==> src/rtl/cpu_pkg.sv <==
// Shared CPU definitions: control states, opcodes, B-bus selects, C-bus bit indices and ALU ops.
// Used by the control unit, the register unit and the ALU.
package cpu_pkg;

    typedef enum logic [3:0] {
        ST_IDLE = 4'd0,
        ST_F1   = 4'd1,
        ST_F2   = 4'd2,
        ST_F3   = 4'd3,
        ST_F4   = 4'd4,
        ST_DEC  = 4'd5,
        ST_EX1  = 4'd6,
        ST_EX2  = 4'd7,
        ST_EX3  = 4'd8,
        ST_EX4  = 4'd9,
        ST_HALT = 4'd10
    } state_t;

    localparam int OPCODE_W = 6;
    localparam int CBUS_W   = 10;
    localparam int SEL_W    = 4;
    localparam int ALU_W    = 3;

    localparam logic [OPCODE_W-1:0] OP_NOP   = 6'h00;
    localparam logic [OPCODE_W-1:0] OP_LDAC  = 6'h01;
    localparam logic [OPCODE_W-1:0] OP_STAC  = 6'h02;
    localparam logic [OPCODE_W-1:0] OP_MVR1  = 6'h03;
    localparam logic [OPCODE_W-1:0] OP_ADD   = 6'h04;
    localparam logic [OPCODE_W-1:0] OP_SUB   = 6'h05;
    localparam logic [OPCODE_W-1:0] OP_INCRA = 6'h06;
    localparam logic [OPCODE_W-1:0] OP_INCAC = 6'h07;
    localparam logic [OPCODE_W-1:0] OP_JMPZ  = 6'h08;
    localparam logic [OPCODE_W-1:0] OP_HALT  = 6'h3F;

    localparam logic [SEL_W-1:0] SEL_DR = 4'd0;
    localparam logic [SEL_W-1:0] SEL_R1 = 4'd1;
    localparam logic [SEL_W-1:0] SEL_R2 = 4'd2;
    localparam logic [SEL_W-1:0] SEL_R3 = 4'd3;
    localparam logic [SEL_W-1:0] SEL_RA = 4'd4;
    localparam logic [SEL_W-1:0] SEL_RB = 4'd5;
    localparam logic [SEL_W-1:0] SEL_RC = 4'd6;
    localparam logic [SEL_W-1:0] SEL_AC = 4'd7;
    localparam logic [SEL_W-1:0] SEL_PC = 4'd8;

    localparam int C_PC = 9;
    localparam int C_RA = 8;
    localparam int C_RB = 7;
    localparam int C_RC = 6;
    localparam int C_R1 = 5;
    localparam int C_R2 = 4;
    localparam int C_R3 = 3;
    localparam int C_DR = 2;
    localparam int C_AR = 1;
    localparam int C_AC = 0;

    localparam logic [ALU_W-1:0] ALU_PASS = 3'd0;
    localparam logic [ALU_W-1:0] ALU_ADD  = 3'd1;
    localparam logic [ALU_W-1:0] ALU_SUB  = 3'd2;

    typedef struct packed {
        logic              ldir;
        logic              pc_inc;
        logic              ac_inc;
        logic              ra_inc;
        logic              rb_inc;
        logic              rc_inc;
        logic [CBUS_W-1:0] c_bus;
        logic [SEL_W-1:0]  select;
        logic [ALU_W-1:0]  alu_op;
        logic              dr_read;
        logic              mem_read;
        logic              mem_write;
        logic              halted;
    } ctrl_t;

    // One-hot C-bus write enable for a register index.
    function automatic logic [CBUS_W-1:0] cbit(input int idx);
        return CBUS_W'(1) << idx;
    endfunction

    function automatic logic op_is_legal(input logic [OPCODE_W-1:0] op);
        return (op <= OP_JMPZ) || (op == OP_HALT);
    endfunction

endpackage

==> src/rtl/control_decoder.sv <==
// Pure combinational map from (state, latched opcode, latched z) to the control vector.
// Latency: zero (combinational). Backpressure: none, outputs follow state.
// Every state not listed below drives an all-zero vector.
module control_decoder
    import cpu_pkg::*;
(
    input  state_t                state,
    input  logic [OPCODE_W-1:0]   opcode,
    input  logic                  z,
    output ctrl_t                 ctrl
);

    always_comb begin
        ctrl = '0;
        case (state)
            ST_F1: begin
                ctrl.select = SEL_PC;
                ctrl.c_bus  = cbit(C_AR);
            end
            ST_F2: ctrl.mem_read = 1'b1;
            ST_F3: begin
                ctrl.dr_read = 1'b1;
                ctrl.pc_inc  = 1'b1;
            end
            ST_F4: ctrl.ldir = 1'b1;
            ST_EX1: begin
                case (opcode)
                    OP_LDAC, OP_STAC: begin
                        ctrl.select = SEL_RA;
                        ctrl.c_bus  = cbit(C_AR);
                    end
                    OP_MVR1: begin
                        ctrl.select = SEL_AC;
                        ctrl.alu_op = ALU_PASS;
                        ctrl.c_bus  = cbit(C_R1);
                    end
                    OP_ADD: begin
                        ctrl.select = SEL_R1;
                        ctrl.alu_op = ALU_ADD;
                        ctrl.c_bus  = cbit(C_AC);
                    end
                    OP_SUB: begin
                        ctrl.select = SEL_R1;
                        ctrl.alu_op = ALU_SUB;
                        ctrl.c_bus  = cbit(C_AC);
                    end
                    OP_INCRA: ctrl.ra_inc = 1'b1;
                    OP_INCAC: ctrl.ac_inc = 1'b1;
                    OP_JMPZ: begin
                        // Taken: fetch the target word. Not taken: step over it.
                        if (z) begin
                            ctrl.select = SEL_PC;
                            ctrl.c_bus  = cbit(C_AR);
                        end else begin
                            ctrl.pc_inc = 1'b1;
                        end
                    end
                    default: ;
                endcase
            end
            ST_EX2: begin
                case (opcode)
                    OP_LDAC: ctrl.mem_read = 1'b1;
                    OP_JMPZ: ctrl.mem_read = z;
                    OP_STAC: begin
                        ctrl.select = SEL_AC;
                        ctrl.alu_op = ALU_PASS;
                        ctrl.c_bus  = cbit(C_DR);
                    end
                    default: ;
                endcase
            end
            ST_EX3: begin
                case (opcode)
                    OP_LDAC: ctrl.dr_read   = 1'b1;
                    OP_JMPZ: ctrl.dr_read   = z;
                    OP_STAC: ctrl.mem_write = 1'b1;
                    default: ;
                endcase
            end
            ST_EX4: begin
                case (opcode)
                    OP_LDAC: begin
                        ctrl.select = SEL_DR;
                        ctrl.alu_op = ALU_PASS;
                        ctrl.c_bus  = cbit(C_AC);
                    end
                    OP_JMPZ: begin
                        if (z) begin
                            ctrl.select = SEL_DR;
                            ctrl.alu_op = ALU_PASS;
                            ctrl.c_bus  = cbit(C_PC);
                        end
                    end
                    default: ;
                endcase
            end
            ST_HALT: ctrl.halted = 1'b1;
            default: ;
        endcase
    end

endmodule

==> src/rtl/control_unit.sv <==
// Micro-sequenced fetch/decode/execute controller for the register unit, ALU and RAM.
// Latency: Moore outputs, one state per cycle; 5-9 cycles per instruction from F1.
// Backpressure: none; start is a one-shot that only matters in IDLE.
module control_unit
    import cpu_pkg::*;
(
    input  logic                 clk,
    input  logic                 reset,
    input  logic                 start,
    input  logic [OPCODE_W-1:0]  opcode,
    input  logic                 z_flag,
    output logic                 LDIR,
    output logic                 PC_INC,
    output logic                 AC_INC,
    output logic                 RA_INC,
    output logic                 RB_INC,
    output logic                 RC_INC,
    output logic [CBUS_W-1:0]    C_bus_ctrl_sig,
    output logic [SEL_W-1:0]     select,
    output logic [ALU_W-1:0]     alu_op,
    output logic                 dr_read,
    output logic                 mem_read,
    output logic                 mem_write,
    output logic                 halted,
    output logic                 illegal
);

    state_t              state_q;
    state_t              state_d;
    logic [OPCODE_W-1:0] op_q;
    logic                z_q;
    logic                illegal_q;
    logic                long_op;
    logic                four_ex;
    ctrl_t               ctrl;

    // State register.
    always_ff @(posedge clk or posedge reset) begin
        if (reset) begin
            state_q <= ST_IDLE;
        end else begin
            state_q <= state_d;
        end
    end

    // Opcode and zero flag are frozen in DEC so execute states ignore later input changes.
    always_ff @(posedge clk or posedge reset) begin
        if (reset) begin
            op_q      <= '0;
            z_q       <= 1'b0;
            illegal_q <= 1'b0;
        end else if (state_q == ST_DEC) begin
            op_q <= opcode;
            z_q  <= z_flag;
            if (!op_is_legal(opcode)) begin
                illegal_q <= 1'b1;
            end
        end
    end

    assign long_op = (op_q == OP_LDAC) || (op_q == OP_STAC) || ((op_q == OP_JMPZ) && z_q);
    assign four_ex = (op_q == OP_LDAC) || ((op_q == OP_JMPZ) && z_q);

    // Next-state logic.
    always_comb begin
        state_d = state_q;
        case (state_q)
            ST_IDLE: if (start) state_d = ST_F1;
            ST_F1:   state_d = ST_F2;
            ST_F2:   state_d = ST_F3;
            ST_F3:   state_d = ST_F4;
            ST_F4:   state_d = ST_DEC;
            ST_DEC: begin
                if (opcode == OP_NOP) begin
                    state_d = ST_F1;
                end else if ((opcode == OP_HALT) || !op_is_legal(opcode)) begin
                    state_d = ST_HALT;
                end else begin
                    state_d = ST_EX1;
                end
            end
            ST_EX1:  state_d = long_op ? ST_EX2 : ST_F1;
            ST_EX2:  state_d = long_op ? ST_EX3 : ST_F1;
            ST_EX3:  state_d = four_ex ? ST_EX4 : ST_F1;
            ST_EX4:  state_d = ST_F1;
            ST_HALT: state_d = ST_HALT;
            default: state_d = ST_IDLE;
        endcase
    end

    // Output decode: driven only by registered state, so reset clears it without a clock.
    control_decoder u_decoder (
        .state  (state_q),
        .opcode (op_q),
        .z      (z_q),
        .ctrl   (ctrl)
    );

    assign LDIR           = ctrl.ldir;
    assign PC_INC         = ctrl.pc_inc;
    assign AC_INC         = ctrl.ac_inc;
    assign RA_INC         = ctrl.ra_inc;
    assign RB_INC         = ctrl.rb_inc;
    assign RC_INC         = ctrl.rc_inc;
    assign C_bus_ctrl_sig = ctrl.c_bus;
    assign select         = ctrl.select;
    assign alu_op         = ctrl.alu_op;
    assign dr_read        = ctrl.dr_read;
    assign mem_read       = ctrl.mem_read;
    assign mem_write      = ctrl.mem_write;
    assign halted         = ctrl.halted;
    assign illegal        = illegal_q;

`ifndef SYNTHESIS
    a_cbus_onehot: assert property (@(posedge clk) disable iff (reset)
        $onehot0(C_bus_ctrl_sig));
    a_inc_onehot: assert property (@(posedge clk) disable iff (reset)
        $onehot0({PC_INC, AC_INC, RA_INC, RB_INC, RC_INC}));
    a_mem_excl: assert property (@(posedge clk) disable iff (reset)
        !(mem_read && mem_write));
`endif

endmodule

==> config.mk <==
export PLATFORM = sky130hd
export DESIGN_NAME = control_unit
export DESIGN_NICKNAME = d
export VERILOG_FILES = /design/src/rtl/cpu_pkg.sv /design/src/rtl/control_decoder.sv /design/src/rtl/control_unit.sv
export SDC_FILE = /design/constraint.sdc
export NUM_CORES = 1
export LEC_CHECK = 0
export CORE_UTILIZATION = 44
export CTS_CLUSTER_SIZE = 40
export DETAILED_ROUTE_END_ITERATION = 8
export PLACE_DENSITY = 0.79
export SETUP_SLACK_MARGIN = 0.05
export SYNTH_ARGS = -nofsm -noshare
export SYNTH_HDL_FRONTEND = slang
export SYNTH_SLANG_ARGS = --single-unit
export TNS_END_PERCENT = 20
==> constraint.sdc <==
create_clock -name clk -period 2.08 [get_ports clk]
set_input_delay 0.52 -clock clk [delete_from_list [all_inputs] [get_ports clk]]
set_output_delay 0.52 -clock clk [all_outputs]
set_load 0.02 [all_outputs]
==> results.ini, run 1 <==
[cells_and_area]
final_cell_mix = buf_4 (36), nor2_1 (18), nand2_1 (10), clkdlybuf4s50_1 (10)
layout-drive-gt1-share_pct = 48.1
num-fill-cells = 181
num_antenna_cells = 0
final_area_sq_mm = 0.00164
syn_to_final_growth_pct = 54.4
nets = 196
multiInputGateArea_sq_um = 759
seqCellArea_sq_um = 305
finalNonFillerCells = 213
fin_util_pct = 72.8
layout_commonest_cell = buf_4

[pwr]
p_total_mw = 2.18
p_per_area_mw_per_mm2 = 1330
irDropWorstVdd_mv = 0.906
p_leak_nw = 0.684

[drt]
post_drt_wl_per_cell_um = 14.8
drc_errors = 0
ant_nets = 0
wl_um = 3150
vias_per_cell = 5.54
dr.pass1.iters = 4
vias = 1179
drt-initial-drc-count = 33

[global_route]
gr-usage-met1_pct = 29.2
grtUsageMet2_pct = 45.8
antenna_found_initial = 0
grt.met3_usage_pct = 7.14
grt_busiest_layer = met2
grt.total_usage_pct = 26.1
grt_pass1_wl_um = 4980
grt_pass1_vias = 1153
grt.overflow.total = 0
grt_start_max_net_pins = 16

[timing]
fin_ws_ns = -0.208
hold_viol = 0
rsz0062_at_grt = true
min_period_ns = 2.29
final_max_slew_viol_count = 0
max_clock_freq_mhz = 437
min_period_over_period_pct = 110
setup_viol = 12
holdWs_ns = 0.494
finClkSkew_ns = 0.00257

[floorplanning]
die_area_sq_mm = 0.00262
rows = 17
initial_core_util_pct = 47.2
fp.dieW_um = 51.2
core_sq_mm = 0.00225
pin_count = 38
chipHeight_um = 51.2

[placed_design]
placed_cells = 206
dpl_cell_area_sq_mm = 0.00151
io_buffers = 29
place_hpwl_um = 2240
gp_congestion = 0.889

[synthesis]
synth_top_area_cell = dfrtp_1
syn_inst = 133
avgSynthCellArea_sq_um = 8.00
yosysWarnings = 0
ys_types = 40
syn_area_sq_mm = 0.00106
ys_seq_area_share_pct = 28.2
ys_ff_latch = 12
ys_top_cells_by_area = dfrtp_1 (28%), nor2_1 (7.4%), buf_4 (6.4%), mux2_2 (6.4%), nand2_1 (3.9%)
synthFlopType = dfrtp_1
synthDominantCellAreaShare_pct = 28.2
async_reset_ff_share_pct = 100
synth_edf_count = 0

[worst_setup_path]
required_ns = 1.56
ff2ff_setup_slack_ns = 0.29
startpoint = op_q[4]$_DFFE_PP0P_
crit_arrival_ns = 1.77
endpoint = select[0]
r2r-start = state_q[0]$_DFFE_PP0P_
cp-end-kind = output pin
critPathMaxFanout = 4
cp-start-kind = flop
critPathKind = flop to output pin
worstReg2RegEnd = op_q[2]$_DFFE_PP0P_
r2r_cells = 5

[clocking]
clock_sinks = 12
clk_latency_ns = 0.28
numCtsBuffers = 3
cts-root-buf = clkbuf_4
cts.clk_slew.worst_paths_ns = 0.08
cts_max_path_buffers = 2
h-tree-depth = 1
ctsHoldBuffers = 0
cts_tree = done

[run_status]
status = complete, but fails checks
violations = negative setup slack

[min_path]
hold_path.class = flop to flop
holdPathStages = 1

[job]
cap_violations = 0

[sequential cells by signal, indices dropped and copies added, names as in the netlist]
register,count
op_q,6
state_q,4
illegal,1
z_q,1
[per-layer routing]
layer | wire length [um] | vias up
met5 | 0 | -
met4 | 102 | 0
met3 | 218 | 12
met2 | 1560 | 59
met1 | 1270 | 551
li1 | - | 557
[power by group]
group          internal (mW)  total, mW  switching, mW
registers              0.353      0.530          0.177
logic                  0.711       1.46          0.744
clock network          0.107      0.193         0.0862
[repair_timing]
item | CTS | global route
endpoints found under the setup margin | 19 | 19
pin swaps | 5 | 5
resized for setup | 98 | 27
buffers inserted | 1 | 2
[cells in the mapped netlist (3+ instances only)]
cell,instances
nor2_1,21
dfrtp_1,12
nand2_1,11
buf_4,9
a21oi_1,6
mux2_2,6
nand4_1,6
nor3_1,6
buf_2,5
inv_1,5
o21ai_0,5
nand2b_1,4
nand3_1,3
nor3b_1,3
[worst min path at each step]
stage	slack, ns	to	start
detailed placement	0.48	illegal$_DFFE_PP0P_	illegal$_DFFE_PP0P_
finish	0.49	illegal$_DFFE_PP0P_	illegal$_DFFE_PP0P_
floorplan	0.38	illegal$_DFFE_PP0P_	reset
CTS	0.50	illegal$_DFFE_PP0P_	illegal$_DFFE_PP0P_
global placement	0.46	illegal$_DFFE_PP0P_	illegal$_DFFE_PP0P_
global route	0.52	illegal$_DFFE_PP0P_	illegal$_DFFE_PP0P_
[cell families (layout without fill, tap and decap cells)]
logic type | count (synthesis) | after routing | share of synthesized area, %
AND/OR/NAND/NOR | 67 | 67 | 35.8
buffers and inverters | 22 | 67 | 12.2
AO/OA/AOI/OAI | 21 | 21 | 13.5
flip-flops | 12 | 12 | 28.2
multiplexers | 8 | 8 | 8.23
XOR/XNOR | 2 | 2 | 1.65
other | 1 | 8 | 0.353
[worst max-delay path, stage by stage, from the launching register on]
cell and delay (ns):
dfrtp_2 0.46, nor3_2 0.16, nand4_1 0.16, or3_4 0.44
o31ai_2 0.08, buf_4 0.18
[cell type report]
cell class,count,share of cell area (%)
Tap cell,28,2.13
Inverter,5,1.14
Sequential cell,12,18.6
Multi-Input combinational cell,106,46.3
Timing Repair Buffer,58,29.6
Clock buffer,4,2.21
[metrics by stage]
step / worst slack, ns / TNS, ns
2_1_floorplan: 0.0605 / 0
3_3_place_gp: -0.280 / -2.87
3_5_place_dp: -0.322 / -3.31
4_1_cts: -0.176 / -1.04
5_1_grt: -0.232 / -2.48
6_report: -0.208 / -1.50
Power figures use the tool's default switching activity.
==> run 2: changes to the inputs <==
HOLD_SLACK_MARGIN = 0.06   (was not set)
==> results of run 2 <==
The final DEF is identical to that of run 1; final timing and power are the same.
